<file path="src/rtl/shift_seq.sv">
// Multi-cycle barrel shifter: one power-of-two stage per clock (SLL, SRA, ROR).
// Optional early completion when SHIFT_EARLY_DONE_EN is defined.
module shift_seq (
    input  logic        clk,
    input  logic        rst_n,
    input  logic        start,
    input  logic [15:0] shift_in,
    input  logic [3:0]  shift_val,
    input  logic [1:0]  mode,
    output logic        busy,
    output logic        done,
    output logic [15:0] shift_out,
    output logic        err,
    output logic [1:0]  dbg_state
);

    // Handshake: start is a level sampled on a rising edge only in IDLE; the
    // result is valid when done is high (one cycle) and then holds until the
    // next accepted start. There is no ready/backpressure on the result side.

    typedef enum logic [1:0] {
        IDLE  = 2'd0,
        SHIFT = 2'd1,
        DONE  = 2'd2
    } state_t;

    state_t      state, state_nxt;
    logic [1:0]  k, k_nxt;
    logic [15:0] work, work_nxt;
    logic [3:0]  amt, amt_nxt;
    logic [1:0]  md, md_nxt;
    logic [15:0] out_nxt;
    logic        err_nxt;

    logic [3:0]  step;
    logic [31:0] rot;
    logic [15:0] staged;
    logic [15:0] stage_res;
    logic        last_stage;

    // Stage k shifts by 2^k; rotate takes the low half of the doubled word.
    always_comb begin
        step = 4'd1 << k;
        rot  = {work, work} >> step;
        case (md)
            2'b00:   staged = work << step;
            2'b01:   staged = $unsigned($signed(work) >>> step);
            default: staged = rot[15:0];
        endcase
        stage_res = amt[k] ? staged : work;
`ifdef SHIFT_EARLY_DONE_EN
        last_stage = (k == 2'd3) || ((amt >> ({1'b0, k} + 3'd1)) == 4'd0);
`else
        last_stage = (k == 2'd3);
`endif
    end

    always_comb begin
        state_nxt = state;
        k_nxt     = k;
        work_nxt  = work;
        amt_nxt   = amt;
        md_nxt    = md;
        out_nxt   = shift_out;
        err_nxt   = err;
        case (state)
            IDLE: begin
                if (start) begin
                    work_nxt = shift_in;
                    amt_nxt  = shift_val;
                    md_nxt   = mode;
                    k_nxt    = 2'd0;
                    err_nxt  = 1'b0;
                    if (mode == 2'b11) begin
                        err_nxt   = 1'b1;
                        out_nxt   = shift_in;
                        state_nxt = DONE;
                    end
`ifdef SHIFT_EARLY_DONE_EN
                    else if (shift_val == 4'd0) begin
                        out_nxt   = shift_in;
                        state_nxt = DONE;
                    end
`endif
                    else begin
                        state_nxt = SHIFT;
                    end
                end
            end
            SHIFT: begin
                work_nxt = stage_res;
                k_nxt    = k + 2'd1;
                if (last_stage) begin
                    out_nxt   = stage_res;
                    k_nxt     = 2'd0;
                    state_nxt = DONE;
                end
            end
            DONE:    state_nxt = IDLE;
            default: state_nxt = IDLE;
        endcase
    end

    always_ff @(posedge clk or negedge rst_n) begin
        if (!rst_n) begin
            state     <= IDLE;
            k         <= 2'd0;
            work      <= 16'h0000;
            amt       <= 4'd0;
            md        <= 2'b00;
            shift_out <= 16'h0000;
            err       <= 1'b0;
        end else begin
            state     <= state_nxt;
            k         <= k_nxt;
            work      <= work_nxt;
            amt       <= amt_nxt;
            md        <= md_nxt;
            shift_out <= out_nxt;
            err       <= err_nxt;
        end
    end

    assign busy      = (state == SHIFT);
    assign done      = (state == DONE);
    assign dbg_state = state;

endmodule
</file>
<file path="config.mk">
export PLATFORM = sky130hd
export DESIGN_NAME = shift_seq
export DESIGN_NICKNAME = d
export VERILOG_FILES = /design/src/rtl/shift_seq.sv
export SDC_FILE = /design/constraint.sdc
export NUM_CORES = 1
export LEC_CHECK = 0
export ABC_AREA = 1
export CORE_UTILIZATION = 30
export CTS_CLUSTER_DIAMETER = 100
export CTS_CLUSTER_SIZE = 28
export DETAILED_ROUTE_END_ITERATION = 8
export GPL_TIMING_DRIVEN = 0
export PLACE_DENSITY = 0.46
export SLEW_MARGIN = 20
export SYNTH_ARGS = -nofsm -noshare
export SYNTH_HDL_FRONTEND = slang
export SYNTH_SLANG_ARGS = --single-unit
</file>
<file path="constraint.sdc">
create_clock -name clk -period 2.54 [get_ports clk]
set_clock_uncertainty 0.1 [all_clocks]
set_input_delay 0.254 -clock clk [delete_from_list [all_inputs] [get_ports clk]]
set_output_delay 0.254 -clock clk [all_outputs]
set_load 0.05 [all_outputs]
</file>
==> metrics <==
status=finished, final reports clean; Crit Path Max Fanout=10; TritonCTS buffer count=5; global-route wire length before repair=roughly 26000 um; total number of vias=4638; number of H-tree levels=2; row cnt=42; routed wire length=16300 um; final estimated routing congestion in global placement=approximately 0.97; Residual DRC=0; CP Class=reg2reg; syn nets=between 600 and 700; Yosys top cell area share=approximately a quarter; Final Hold Fails=0; sequential cell area=0.00108 mm2; Warnings, synthesis=0; most common cell in the netlist=nand2_1; share of cells above drive strength 1=approximately an eighth; async set-or-reset flop fraction in the synthesized netlist=100%; Die X=118 um; IO buf count=45; Worst Setup Start Kind=register; clk sinks=43; Final Util=between 30% and 40%; die height=~120 um; Cell Area, Synth=~0.004 mm2; gr ovfl total=0; Most used DFF post-synth=dfrtp_1; Clock Tree Buf Depth=2; Slew headroom=between 50% and 60%; sequential-to-total area share from yosys stat=roughly a quarter; post-synth top area cell=dfrtp_1; fmax=418 MHz; Iter 0 DRT Violations=400; synth cell count leaders=nand2_1, nand3_1, dfrtp_1, nor2_1, inv_1; CTS tree=yes; clk_lat worst skew=between 0.2 and 0.3 ns; Net count, final=between 700 and 800; CP Data Required Time=approximately 2.6 ns; Synth Register Bits=between 40 and 50; FILL cells=1494; core footprint=about 0.013 mm2; largest net degree at the start of global routing=25; Avg Cell Area, Syn=6.05 um2; antenna cells=0; DR vias/cell=between 5 and 6; Antenna Nets Post-Route=0; multi-input logic area=about 0.0026 mm2; iteration count of the initial detailed-routing pass=5; Area growth syn-to-layout=22.4%; Worst Tran Pin Value=~0.6 ns; vias in the first global route=4498; Final period util=between 90% and 100%; final setup violation count=0; Final min period=around 2.4 ns; Worst EP arrival=2.47 ns; CP endpoint kind=register; max cap viols=0; number of synthesized flops with an enable pin=0; Slew Limit Fails=0; initial antenna violation count=0; Min-Delay Path Class=in2async; Netlist cell types=33; Root Buffer=clkbuf_16; clock-pin slew on the worst setup and hold paths=around 0.060 ns; RSZ-0062 raised after global routing=false; Cells after Synth=between 600 and 700; Die ar.=0.0139 mm2; DR WL/cell=about 18 um; all-layer global routing usage=~24%; HPWL after DPL=roughly 13000 um; initial core utilization=30.7%; I/O Pins=46; top post-synthesis cells by area=dfrtp_1, nand2_1, nand3_1
-- registers in the layout (all words and copies together), names as in the netlist --
signal,cells
shift_out,16
amt,4
err,1
dbg_state,2
md,2
k,2
work,16
-- cell type report --
cell class	count	area share, %
multi-input cells	557	52.6
flip-flops and latches	43	21.8
repair buffers	47	9.61
plain buffers	35	5.18
well taps	176	4.45
inverters	33	2.91
clock buffers	6	2.81
clock inverters	2	0.708
-- worst paths after layout --
kind | start | to | depth (start not counted) | slack [ns]
setup / recovery | k[0]$_DFFE_PN0P_ | shift_out[1]$_DFFE_PN0P_ | 12 | 0.15
hold / removal | rst_n | dbg_state[0]$_DFFE_PN0P_ | 2 | 0.36
setup reg to reg | k[0]$_DFFE_PN0P_ | shift_out[1]$_DFFE_PN0P_ | 12 | 0.15
hold reg to reg | shift_out[11]$_DFFE_PN0P_ | shift_out[11]$_DFFE_PN0P_ | 2 | 0.38
max in group asynchronous | rst_n | work[12]$_DFFE_PN0P_ | 3 | 1.47
min in group clk | shift_out[11]$_DFFE_PN0P_ | shift_out[11]$_DFFE_PN0P_ | 2 | 0.38
-- logic make-up (layout without fill, tap and decap cells) --
logic type | after synthesis | after routing | share of synthesized area (%)
AOI/OAI and AO/OA | 29 | 29 | 3.81
adders and majority gates | 6 | 6 | 1.86
buffers and inverters | 68 | 123 | 9.37
DFF | 43 | 43 | 26.6
and+or+nand+nor | 522 | 522 | 58.4
-- critical path, cell delays in order (launching register included) --
cell and delay, ns:
dfrtp_2 0.49, ha_1 0.26, buf_2 0.22, nor2_1 0.48, nand3_1 0.21, nand2_1 0.10
inv_1 0.04, nand2_1 0.07, nand2_1 0.06, nand2_1 0.08, nand2_1 0.07, nand2_1 0.06
nand2_1 0.05
-- timing repair --
action	4_1_cts	5_1_grt
hold endpoints to repair	19	0
resized for setup	2	16
buffers inserted	0	0
hold buffers	1	0
setup endpoints to repair	2	26
-- through the flow --
step,TNS [ns],area [um2],instances,setup slack (ns),hold slack (ns)
6_report,0,4950,899,0.149,0.359
4_1_cts,0,4910,899,0.0189,0.366
2_1_floorplan,0,4040,668,0.551,-0.142
5_1_grt,0,4950,899,0.00103,0.401
3_3_place_gp,-5.50,4710,889,-0.127,0.365
3_5_place_dp,-0.129,4730,890,-0.0697,0.142
-- cells in the final DEF, fill, tap and decap left out, types with 2 or more instances in the layout --
cell type          n
nor2_1            31
buf_12             2
nand3_1          173
a21oi_1           14
buf_6              8
o21ai_0            6
nand3_2           10
nand2_2            8
clkbuf_2           2
nand2_4            2
ha_1               5
buf_1              2
nand2_1          284
inv_2              9
inv_4              4
inv_1             18
dfrtp_2            2
dfrtp_1           41
o21ai_1            6
nor2_8             2
clkbuf_16          5
clkdlybuf4s50_1   44
buf_4              7
nor2_4             2
inv_6              2
or2_2              4
buf_2             14
-- metal layers --
metal | global-route usage (%) | share of wire [%] | up-vias
li1 | - | - | 2287
met1 | 32.4 | 46 | 2132
met2 | 37.8 | 44 | 179
met3 | 3.29 | 5.9 | 40
met4 | 11.6 | 4.2 | 0
met5 | 0 | 0 | -
Power is not shown: default switching activity piles up to over one toggle a cycle in this logic, so the estimate is an artifact.
